<file path="config.mk">
export PLATFORM = sky130hd
export DESIGN_NAME = hamming_secded_codec
export DESIGN_NICKNAME = d
export VERILOG_FILES = /design/src/rtl/hamming_secded_codec_pkg.sv /design/src/rtl/hamming_syndrome.sv /design/src/rtl/hamming_secded_codec.sv
export SDC_FILE = /design/constraint.sdc
export NUM_CORES = 1
export LEC_CHECK = 0
export ABC_AREA = 1
export CAP_MARGIN = 20
export CORE_MARGIN = 1
export CORE_UTILIZATION = 36
export CTS_BUF_LIST = sky130_fd_sc_hd__clkbuf_8
export CTS_CLUSTER_SIZE = 12
export DETAILED_ROUTE_END_ITERATION = 10
export MAX_ROUTING_LAYER = met4
export SYNTH_ARGS = -nofsm -noshare
export SYNTH_HDL_FRONTEND = slang
export SYNTH_SLANG_ARGS = --single-unit
</file>
<file path="constraint.sdc">
create_clock -name CLK -period 1.9 [get_ports CLK]
set_input_delay 0.38 -clock CLK [delete_from_list [all_inputs] [get_ports CLK]]
set_output_delay 0.38 -clock CLK [all_outputs]
set_load 0.005 [all_outputs]
</file>
<file path="src/rtl/hamming_secded_codec_pkg.sv">
// Shared definitions for the SECDED Hamming codec.
//   codec_mode_t   : per-transaction operation (encode / decode)
//   codec_status_t : decode outcome (no error, single corrected, double detected)
//   calc_par_w()   : number of Hamming parity bits needed for a data width
package hamming_secded_codec_pkg;

    typedef enum logic {
        ENC = 1'b0,
        DEC = 1'b1
    } codec_mode_t;

    typedef enum logic [1:0] {
        OK  = 2'd0,
        SEC = 2'd1,
        DED = 2'd2
    } codec_status_t;

    // Smallest r with 2^r >= data_w + r + 1 (overall parity bit not included).
    function automatic int calc_par_w(input int data_w);
        int r;
        r = 0;
        for (int k = 1; k < 8; k++) begin
            if (r == 0 && (1 << k) >= data_w + k + 1) begin
                r = k;
            end
        end
        return r;
    endfunction

endpackage

</file>
<file path="src/rtl/hamming_syndrome.sv">
// Combinational Hamming position-mask evaluator.
//   code   : CODE_W-bit word (bit 0 = overall parity, 1..CODE_W-1 = Hamming positions)
//   result : {syndrome, overall parity}; syndrome is the XOR of the indices of
//            all set bits at positions 1..CODE_W-1, parity is the XOR of all bits.
module hamming_syndrome
    import hamming_secded_codec_pkg::*;
#(
    parameter  int DATA_W = 11,
    localparam int PAR_W  = calc_par_w(DATA_W),
    localparam int CODE_W = DATA_W + PAR_W + 1
) (
    input  logic [CODE_W-1:0] code,
    output logic [PAR_W:0]    result
);

    logic [PAR_W-1:0] syn;

    always_comb begin
        syn = '0;
        for (int i = 1; i < CODE_W; i++) begin
            if (code[i]) begin
                syn = syn ^ PAR_W'(i);
            end
        end
        result = {syn, ^code};
    end

endmodule

</file>
<file path="src/rtl/hamming_secded_codec.sv">
// Two-stage pipelined SECDED Hamming encoder/decoder with valid/ready flow
// control and saturating error counters.
//   CLK, Reset            : clock, asynchronous active-high reset
//   in_valid/in_ready     : input handshake; mode, data_in, code_in captured on accept
//   out_valid/out_ready   : output handshake; code_out, data_out, status, err_pos
//   sec_count, ded_count  : saturating counts of delivered SEC / DED results
//   cnt_clear             : synchronous clear of both counters (wins over increment)
module hamming_secded_codec
    import hamming_secded_codec_pkg::*;
#(
    parameter  int DATA_W = 11,
    parameter  int CNT_W  = 8,
    localparam int PAR_W  = calc_par_w(DATA_W),
    localparam int CODE_W = DATA_W + PAR_W + 1,
    localparam int POS_W  = $clog2(CODE_W)
) (
    input  logic              CLK,
    input  logic              Reset,
    input  logic              in_valid,
    output logic              in_ready,
    input  codec_mode_t       mode,
    input  logic [DATA_W-1:0] data_in,
    input  logic [CODE_W-1:0] code_in,
    output logic              out_valid,
    input  logic              out_ready,
    output logic [CODE_W-1:0] code_out,
    output logic [DATA_W-1:0] data_out,
    output codec_status_t     status,
    output logic [POS_W-1:0]  err_pos,
    output logic [CNT_W-1:0]  sec_count,
    output logic [CNT_W-1:0]  ded_count,
    input  logic              cnt_clear
);

    // Data bits occupy the non-power-of-two positions in ascending order.
    function automatic logic [CODE_W-1:0] place_data(input logic [DATA_W-1:0] d);
        logic [CODE_W-1:0] cw;
        int j;
        cw = '0;
        j  = 0;
        for (int i = 1; i < CODE_W; i++) begin
            if ((i & (i - 1)) != 0) begin
                cw[i] = d[j];
                j++;
            end
        end
        return cw;
    endfunction

    function automatic logic [DATA_W-1:0] extract_data(input logic [CODE_W-1:0] cw);
        logic [DATA_W-1:0] d;
        int j;
        d = '0;
        j = 0;
        for (int i = 1; i < CODE_W; i++) begin
            if ((i & (i - 1)) != 0) begin
                d[j] = cw[i];
                j++;
            end
        end
        return d;
    endfunction

    function automatic logic [CNT_W-1:0] sat_inc(input logic [CNT_W-1:0] c);
        return (&c) ? c : c + 1'b1;
    endfunction

    logic              vld_p1;
    codec_mode_t       mode_p1;
    logic [DATA_W-1:0] data_p1;
    logic [CODE_W-1:0] code_p1;

    logic              s1_advance;
    logic [CODE_W-1:0] placed;
    logic [CODE_W-1:0] syn_in;
    logic [PAR_W:0]    syn_res;
    logic [PAR_W-1:0]  syn;
    logic              par;
    logic [CODE_W-1:0] enc_cw;
    logic [CODE_W-1:0] res_code;
    logic [DATA_W-1:0] res_data;
    codec_status_t     res_status;
    logic [POS_W-1:0]  res_pos;

    assign s1_advance = !out_valid || out_ready;
    assign in_ready   = !vld_p1 || s1_advance;

    // ---- stage 1: capture transaction ----
    always_ff @(posedge CLK or posedge Reset) begin
        if (Reset) begin
            vld_p1 <= 1'b0;
        end else if (in_ready) begin
            vld_p1 <= in_valid;
        end
    end

    always_ff @(posedge CLK) begin
        if (in_ready && in_valid) begin
            mode_p1 <= mode;
            data_p1 <= data_in;
            code_p1 <= code_in;
        end
    end

    // One syndrome unit serves both modes: with parity positions left at zero,
    // the syndrome of the placed data is exactly the parity-bit vector.
    assign placed = place_data(data_p1);
    assign syn_in = (mode_p1 == DEC) ? code_p1 : placed;

    hamming_syndrome #(.DATA_W(DATA_W)) u_syndrome (
        .code   (syn_in),
        .result (syn_res)
    );

    assign syn = syn_res[PAR_W:1];
    assign par = syn_res[0];

    always_comb begin
        enc_cw = placed;
        for (int k = 0; k < PAR_W; k++) begin
            enc_cw[1 << k] = syn[k];
        end
        enc_cw[0] = ^enc_cw[CODE_W-1:1];

        res_code   = code_p1;
        res_status = OK;
        res_pos    = '0;
        if (mode_p1 == ENC) begin
            res_code = enc_cw;
        end else if (par) begin
            if (syn == '0) begin
                res_code[0] = ~code_p1[0];
                res_status  = SEC;
            end else if (int'(syn) < CODE_W) begin
                res_code   = code_p1 ^ (CODE_W'(1) << syn);
                res_status = SEC;
                res_pos    = POS_W'(syn);
            end else begin
                // Odd parity but the syndrome points past the word: multi-bit error.
                res_status = DED;
            end
        end else if (syn != '0) begin
            res_status = DED;
        end
        res_data = (mode_p1 == ENC) ? data_p1 : extract_data(res_code);
    end

    // ---- stage 2: registered result ----
    always_ff @(posedge CLK or posedge Reset) begin
        if (Reset) begin
            out_valid <= 1'b0;
            code_out  <= '0;
            data_out  <= '0;
            status    <= OK;
            err_pos   <= '0;
        end else if (s1_advance) begin
            out_valid <= vld_p1;
            if (vld_p1) begin
                code_out <= res_code;
                data_out <= res_data;
                status   <= res_status;
                err_pos  <= res_pos;
            end
        end
    end

    always_ff @(posedge CLK or posedge Reset) begin
        if (Reset) begin
            sec_count <= '0;
            ded_count <= '0;
        end else if (cnt_clear) begin
            sec_count <= '0;
            ded_count <= '0;
        end else if (out_valid && out_ready) begin
            if (status == SEC) sec_count <= sat_inc(sec_count);
            if (status == DED) ded_count <= sat_inc(ded_count);
        end
    end

endmodule
</file>
==> impl_metrics.tcl, run 1 <==
set metrics [dict create \
    outcome "complete, but fails checks" \
    violations "negative setup slack" \
    share_comb_of_total_power_pct 47.5 \
    power.switching_w 0.00213 \
    synth_top_area_share_pct 25.2 \
    critPathArrivalTime_ns 2.64 \
    cp_cell_sequence "buf_6, buf_12, buf_12, nand2_4, nand3_1, nand2_2, inv_1, nand2_1, nand2_2, inv_2, nand2_1, nand2_2, nand2_4, buf_4, nand2_1, nand2_1, nand2_1, nand2_1, nand3_2, nand3_2, a21oi_2" \
    numCtsBuffers 9 \
    path_class "flop to flop" \
    grt_overflow 0 \
    drt_iter0_drc 135 \
    die_area_um2 11500 \
    seq_power_share_pct 33.4 \
    die_w_um 107 \
    clock-skew-final_ns 0.0133 \
    power_leakage_nw 3.04 \
    initial_core_util_pct 36.8 \
    wl_um 12200 \
    final_max_slew_viol_count 0 \
    rows 38 \
    via_per_inst 4.75 \
    path_common_cell "nand2_1" \
    path_max_fanout 11 \
    cts_sinks 68 \
    p_per_area_nw_per_um2 888 \
    tightest_slew_ns 0.434 \
    preCtsSetupSlack_ns -0.558 \
    grt_usage_pct 22.0 \
    io_pins 84 \
    antenna_found_initial 0 \
    fin_area_um2 6510 \
    hold_buffers 0 \
    startpoint_type "flop" \
    slew_headroom_pct 71.0 \
    synth.net_count 565 \
    grt_pass1_wl_um 18700 \
    synth-async-reset-ratio_pct 58.8 \
    drive_above_1_share_pct 37.6 \
    syn_avg_cell_area_um2 7.50 \
    clkLatencyLatePin_ns 0.35 \
    peakVddDrop_mv 0.530 \
    fin_total_pwr_w 0.00578 \
    fin_crit_ns 2.37 \
    synth_flop_cell "dfrtp_1" \
    nets 732 \
    ys_seq_area_share_pct 46.3 \
    cts_tree "built" \
    vias 4003 \
    htreeDepth 3 \
    yosysWarnings 0 \
    diodes 0 \
    hold_class "primary input to asynchronous set/reset pin" \
    cap_violations 0 \
    synth_edf_count 28 \
    routabilityCongestion 0.910 \
    ys_types 33 \
    utilization_pct 60.3 \
    pwr-share-clk_pct 19.2 \
    setup_viol 22 \
    core-area_um2 10800 \
    drtAntennaViolNets 0 \
    netlist_instances 530 \
    firstDrtPassIters 4 \
    portBuffers 83 \
    grt_max_degree 41 \
    yosys-top-cells-count "nand2_1 (169), inv_1 (65), nor2_1 (51)" \
    area_growth_pct 63.7 \
    finalHoldViolCount 0 \
    filler_cell_count 933 \
    root_buffer "clkbuf_8" \
    critPathMaxStageDelay_ns 0.39 \
    syn-cell-area_um2 3980 \
    critPathCaptureType "flop" \
    drc 0 \
    required_ns 2.18 \
    placedCellCount 803 \
    layout.cells.non_filler 842 \
    switching_share_pct 36.8 \
    wl_per_cell_um 14.5 \
    placed_area_um2 5460 \
    yosys.area.top_type "dfrtp_1" \
    dp_hpwl_um 8420 \
    cp_slowest_cell "edfxtp_1" \
    finalCritPeriodShare_pct 125 \
    synth_area_leaders "dfrtp_1 (25%), edfxtp_1 (21%), nand2_1 (16%)" \
    grt_setup_unrepaired "yes" \
    setup_ws_ns -0.466 \
    die_h_um 107 \
    ys_ff_latch 68 \
    max_freq_ghz 0.423 \
    max-clock-path-buffers 2 \
    path_clk_slew_ns 0.08 \
    grt_pass1_vias 3801 \
    synth.most_common_cell "nand2_1" \
    intPower_w 0.00366 \
]
power groups by stage:
| stage | Clock, W | Sequential [W] | Combinational, W |
|---|---|---|---|
| finish | 0.00111 | 0.00193 | 0.00274 |
| global route | 0.00121 | 0.00196 | 0.00297 |
| CTS | 0.00114 | 0.00193 | 0.00238 |
| global placement | 0 | 0.00195 | 0.00208 |
| detailed placement | 0 | 0.00195 | 0.00209 |
| floorplan | 0 | 0.00193 | 0.00107 |
what timing repair did:
item | CTS | global route
pin swaps | 25 | 53
gates resized for setup | 72 | 128
setup buffers | 13 | 9
endpoints found under the hold margin | 0 | 0
endpoints found under the setup margin | 24 | 34
cloned | 2 | 0
cells by family (layout without fill, tap and decap cells):
logic type	count (synthesis)	count (layout)	synth area share (%)
XOR/XNOR	17	17	3.74
adder cells (fa/ha/maj)	2	2	0.629
buffers and inverters	93	265	10.5
AO/OA/AOI/OAI	67	67	9.63
AND/OR/NAND/NOR	283	283	29.2
flip-flops	68	68	46.3
per-layer routing:
layer,routed length (um),part of all wire [%],global-route usage [%],vias to the layer above
li1,-,-,-,2024
met1,5480,45,28.6,1874
met2,6120,50,35.6,94
met3,504,4.1,3.16,11
met4,142,1.2,6.65,0
met5,0,0,-,-
registers in the layout, summed over array words and instances (netlist names), 2 cells and up:
signal	cells
sec_count	8
ded_count	8
code_p1	16
data_out	11
data_p1	11
err_pos	4
status	2
code_out	5
worst max-delay path: cells and delay by family (launching register included):
kind                   cells  cell delay [ns]
buffers and inverters      6             0.72
flip-flops                 1             0.39
AND/OR/NAND/NOR           14             1.06
AO/OA/AOI/OAI              1             0.13
per-stage QoR:
step,hold WS [ns],setup TNS (ns)
6_report,0.389,-8.37
4_1_cts,0.391,-7.62
5_1_grt,0.423,-11.16
2_1_floorplan,0.473,-1.12
3_5_place_dp,0.465,-10.43
3_3_place_gp,0.467,-10.04
final timing paths:
kind                       slack [ns]  cells after the start               startpoint                  endpoint
setup / recovery                -0.47                     21        mode_p1$_DFFE_PP_   code_out[0]$_DFFE_PP0P_
hold / removal                   0.39                      3                    Reset   data_out[8]$_DFFE_PP0P_
setup reg to reg                -0.47                     21        mode_p1$_DFFE_PP_   code_out[0]$_DFFE_PP0P_
hold reg to reg                  0.48                      2  code_out[8]$_DFFE_PP0P_   code_out[8]$_DFFE_PP0P_
max in group asynchronous        1.28                      3                    Reset  data_out[10]$_DFFE_PP0P_
min in group CLK                 0.48                      2  code_out[8]$_DFFE_PP0P_   code_out[8]$_DFFE_PP0P_
layout make-up:
class	instances	area, um^2	share of cell area (%)
clock buffers	11	151	2.33
multi-input cells	369	2350	36.1
inverters	70	278	4.27
repair buffers	179	1690	25.9
well taps	140	175	2.69
flip-flops and latches	68	1840	28.3
clock inverters	5	27.5	0.423
placed cells by master, fill, tap and decap left out, types with 11 or more instances in the layout:
master | Yosys | routed
nand2_4 | 0 | 21
dfrtp_1 | 40 | 40
nor2_2 | 2 | 12
edfxtp_1 | 28 | 28
nor2_4 | 0 | 15
a21oi_1 | 21 | 17
clkdlybuf4s50_1 | 0 | 82
nand2_1 | 169 | 100
nand3_1 | 42 | 35
nor2_1 | 51 | 26
buf_4 | 16 | 80
clkbuf_8 | 0 | 11
nand2_2 | 6 | 54
inv_1 | 65 | 55
Power figures use the tool's default switching activity.
==> run 2: changes to the inputs <==
--- a/config.mk
+++ b/config.mk
@@ -13,6 +13,7 @@
 export CTS_CLUSTER_SIZE = 12
 export DETAILED_ROUTE_END_ITERATION = 10
 export MAX_ROUTING_LAYER = met4
+export PLACE_DENSITY_LB_ADDON = 0.12
 export SYNTH_ARGS = -nofsm -noshare
 export SYNTH_HDL_FRONTEND = slang
 export SYNTH_SLANG_ARGS = --single-unit
==> constraint.sdc (replaced) <==
create_clock -name CLK -period 1.9 [get_ports CLK]
set_input_delay 0.285 -clock CLK [delete_from_list [all_inputs] [get_ports CLK]]
set_output_delay 0.285 -clock CLK [all_outputs]
set_load 0.005 [all_outputs]
==> run 2 against run 1 <==
  * The flow finishes with violations (design-rule violations, negative setup slack)
  * Sequential cell count unchanged
  * Final cell count up 0.59%
  * Core utilization up 1.4 points
  * Clock power up 28%
  * Count of clock-buffer cells in the layout down 2
  * Global-route usage down 0.10 points
  * Critical path depth down 5
  * Total power up 5.7%
  * Hold slack worse by 0.10 ns
  * Critical path type unchanged
  * Critical endpoint is now data_out[5]$_DFFE_PP0P_
==> impl_metrics.tcl, run 2 (synthesis results as in run 1) <==
set metrics [dict create \
    grt_usage_pct 21.9 \
    path_clk_slew_ns 0.07 \
    fin_area_um2 6660 \
    cap_violations 0 \
    finalCritPeriodShare_pct 125 \
    nets 737 \
    root_buffer "clkbuf_8" \
    rows 38 \
    area_growth_pct 67.5 \
    firstDrtPassIters 8 \
    numCtsBuffers 9 \
    drtAntennaViolNets 0 \
    largest-register "code_p1" \
    finalHoldViolCount 0 \
    cts_tree "built" \
    violations "design-rule violations, negative setup slack" \
    initial_core_util_pct 36.8 \
    antenna_found_initial 0 \
    drt_iter0_drc 164 \
    die_w_um 107 \
    utilization_pct 61.7 \
    finalSetupTns_ns -8.46 \
    routabilityCongestion 0.895 \
    required_ns 2.18 \
    critPathCaptureType "flop" \
    filler_cell_count 964 \
    htreeDepth 3 \
    wl_per_cell_um 13.9 \
    critPathMaxStageDelay_ns 0.38 \
    fin_crit_ns 2.37 \
    core-area_um2 10800 \
    hold_class "primary input to asynchronous set/reset pin" \
    cts_sinks 68 \
    layout_commonest_cell "nand2_1" \
    max-clock-path-buffers 2 \
    intPower_w 0.00398 \
    wl_um 11800 \
    reg_top3 "code_p1: 16 flops, data_out: 11 flops, data_p1: 11 flops" \
    worst_r2r_path_depth 16 \
    die_area_um2 11500 \
    drive_above_1_share_pct 38.5 \
    startpoint_type "flop" \
    p_per_area_nw_per_um2 918 \
    multiInputGateArea_um2 2400 \
    worstReg2RegStart "mode_p1$_DFFE_PP_" \
    setup_viol 22 \
    hold_buffers 0 \
    grt_pass1_vias 3817 \
    seq_power_share_pct 31.5 \
    switching_share_pct 34.9 \
    power_leakage_nw 3.09 \
    tightest_slew_ns 0.477 \
    largest_reg_flops 16 \
    power.switching_w 0.00213 \
    outcome "complete, but fails checks" \
    share_comb_of_total_power_pct 45.2 \
    path_class "flop to flop" \
    critPathArrivalTime_ns 2.65 \
    slew_headroom_pct 68.1 \
    placed_area_um2 5490 \
    cp-startpoint "mode_p1$_DFFE_PP_" \
    drc 1 \
    pwr-share-clk_pct 23.2 \
    diodes 0 \
    io_pins 84 \
    layout_common_cells "nand2_1 (101), clkdlybuf4s50_1 (83), buf_4 (81), inv_1 (58), nand2_2 (50)" \
    vias 4061 \
    cp_slowest_cell "edfxtp_1" \
    die_h_um 107 \
    cp_cell_sequence "buf_6, bufbuf_16, nand2_4, inv_1, nor2_2, nand2_2, nand3_2, nand2_2, inv_2, nand2_4, nand2_8, clkinv_8, nor2_4, a21oi_2, nand3b_1, a21oi_1" \
    peakVddDrop_mv 0.403 \
    final_max_slew_viol_count 0 \
    grt_setup_unrepaired "yes" \
    dp_hpwl_um 8320 \
    clkLatencyLatePin_ns 0.36 \
    max_freq_ghz 0.422 \
    clock-skew-final_ns 0.0111 \
    path_max_fanout 11 \
    grt_max_degree 41 \
    grt_overflow 0 \
    via_per_inst 4.79 \
    seq_area_um2 1840 \
    grt_pass1_wl_um 18500 \
    setup_ws_ns -0.468 \
    portBuffers 83 \
]
## run 2: cell count changes in the layout (fill, tap and decap cells not counted), moves of 3 or more
| cell | previous run | this run |
|---|---|---|
| nor3_2 | 3 | 6 |
| nand2_2 | 54 | 50 |
| nand3_2 | 7 | 11 |
| inv_4 | 5 | 0 |
| o21ai_2 | 9 | 12 |
| inv_1 | 55 | 58 |
| buf_6 | 8 | 14 |
| bufinv_16 | 0 | 3 |
| buf_12 | 6 | 3 |
| nand3_1 | 35 | 30 |
## run 2: critical path, delay by kind of cell, from the launching register on
kind                   cells  cell delay [ns]
AOI/OAI and AO/OA          2             0.23
buffers and inverters      5             0.66
DFF                        1             0.38
and+or+nand+nor            9             1.01
## run 2: cell type report
cell class	instances	area share, %
tap	140	2.63
clock inverter	7	1.60
inverter	70	4.21
clock buffer	9	1.86
timing repair buffer	184	26.1
sequential	68	27.7
multi-input combinational	369	36.0
## run 2: layer usage
| metal | track usage, % | routed length, um | vias to the layer above |
|---|---|---|---|
| met3 | 2.86 | 446 | 21 |
| li1 | - | - | 2044 |
| met2 | 33.7 | 5640 | 99 |
| met5 | - | 0 | - |
| met1 | 28.8 | 5430 | 1897 |
| met4 | 9.88 | 244 | 0 |
## run 2: path summary, 6_finish.rpt
kind / to / slack [ns]
min in group CLK: data_p1[2]$_DFFE_PP_ / 0.47
max in group asynchronous: data_out[4]$_DFFE_PP0P_ / 1.39
worst min-delay path: ded_count[0]$_DFFE_PP0P_ / 0.29
worst min register to register: code_out[8]$_DFFE_PP0P_ / 0.48
worst max-delay path: data_out[5]$_DFFE_PP0P_ / -0.47
worst max register to register: data_out[5]$_DFFE_PP0P_ / -0.47
## run 2: timing repair
item	in CTS	in global routing
setup endpoints to repair	28	33
resized for setup	105	104
cloned	3	0
pin swaps	39	57
setup buffers	10	11
## run 2: per-stage QoR
step,instances,hold slack (ns),total power (W),setup slack (ns)
2_1_floorplan,530,0.384,0.00300,-0.106
3_3_place_gp,808,0.464,0.00400,-0.592
3_5_place_dp,808,0.473,0.00403,-0.642
4_1_cts,837,0.306,0.00590,-0.428
5_1_grt,847,0.340,0.00645,-0.620
6_report,847,0.288,0.00612,-0.468
## run 2: power groups by stage
stage	clock network [W]	logic [W]	registers [W]
CTS	0.00145	0.00252	0.00193
finish	0.00142	0.00277	0.00193
global placement	0	0.00206	0.00194
detailed placement	0	0.00208	0.00195
global route	0.00151	0.00298	0.00196
floorplan	0	0.00107	0.00193
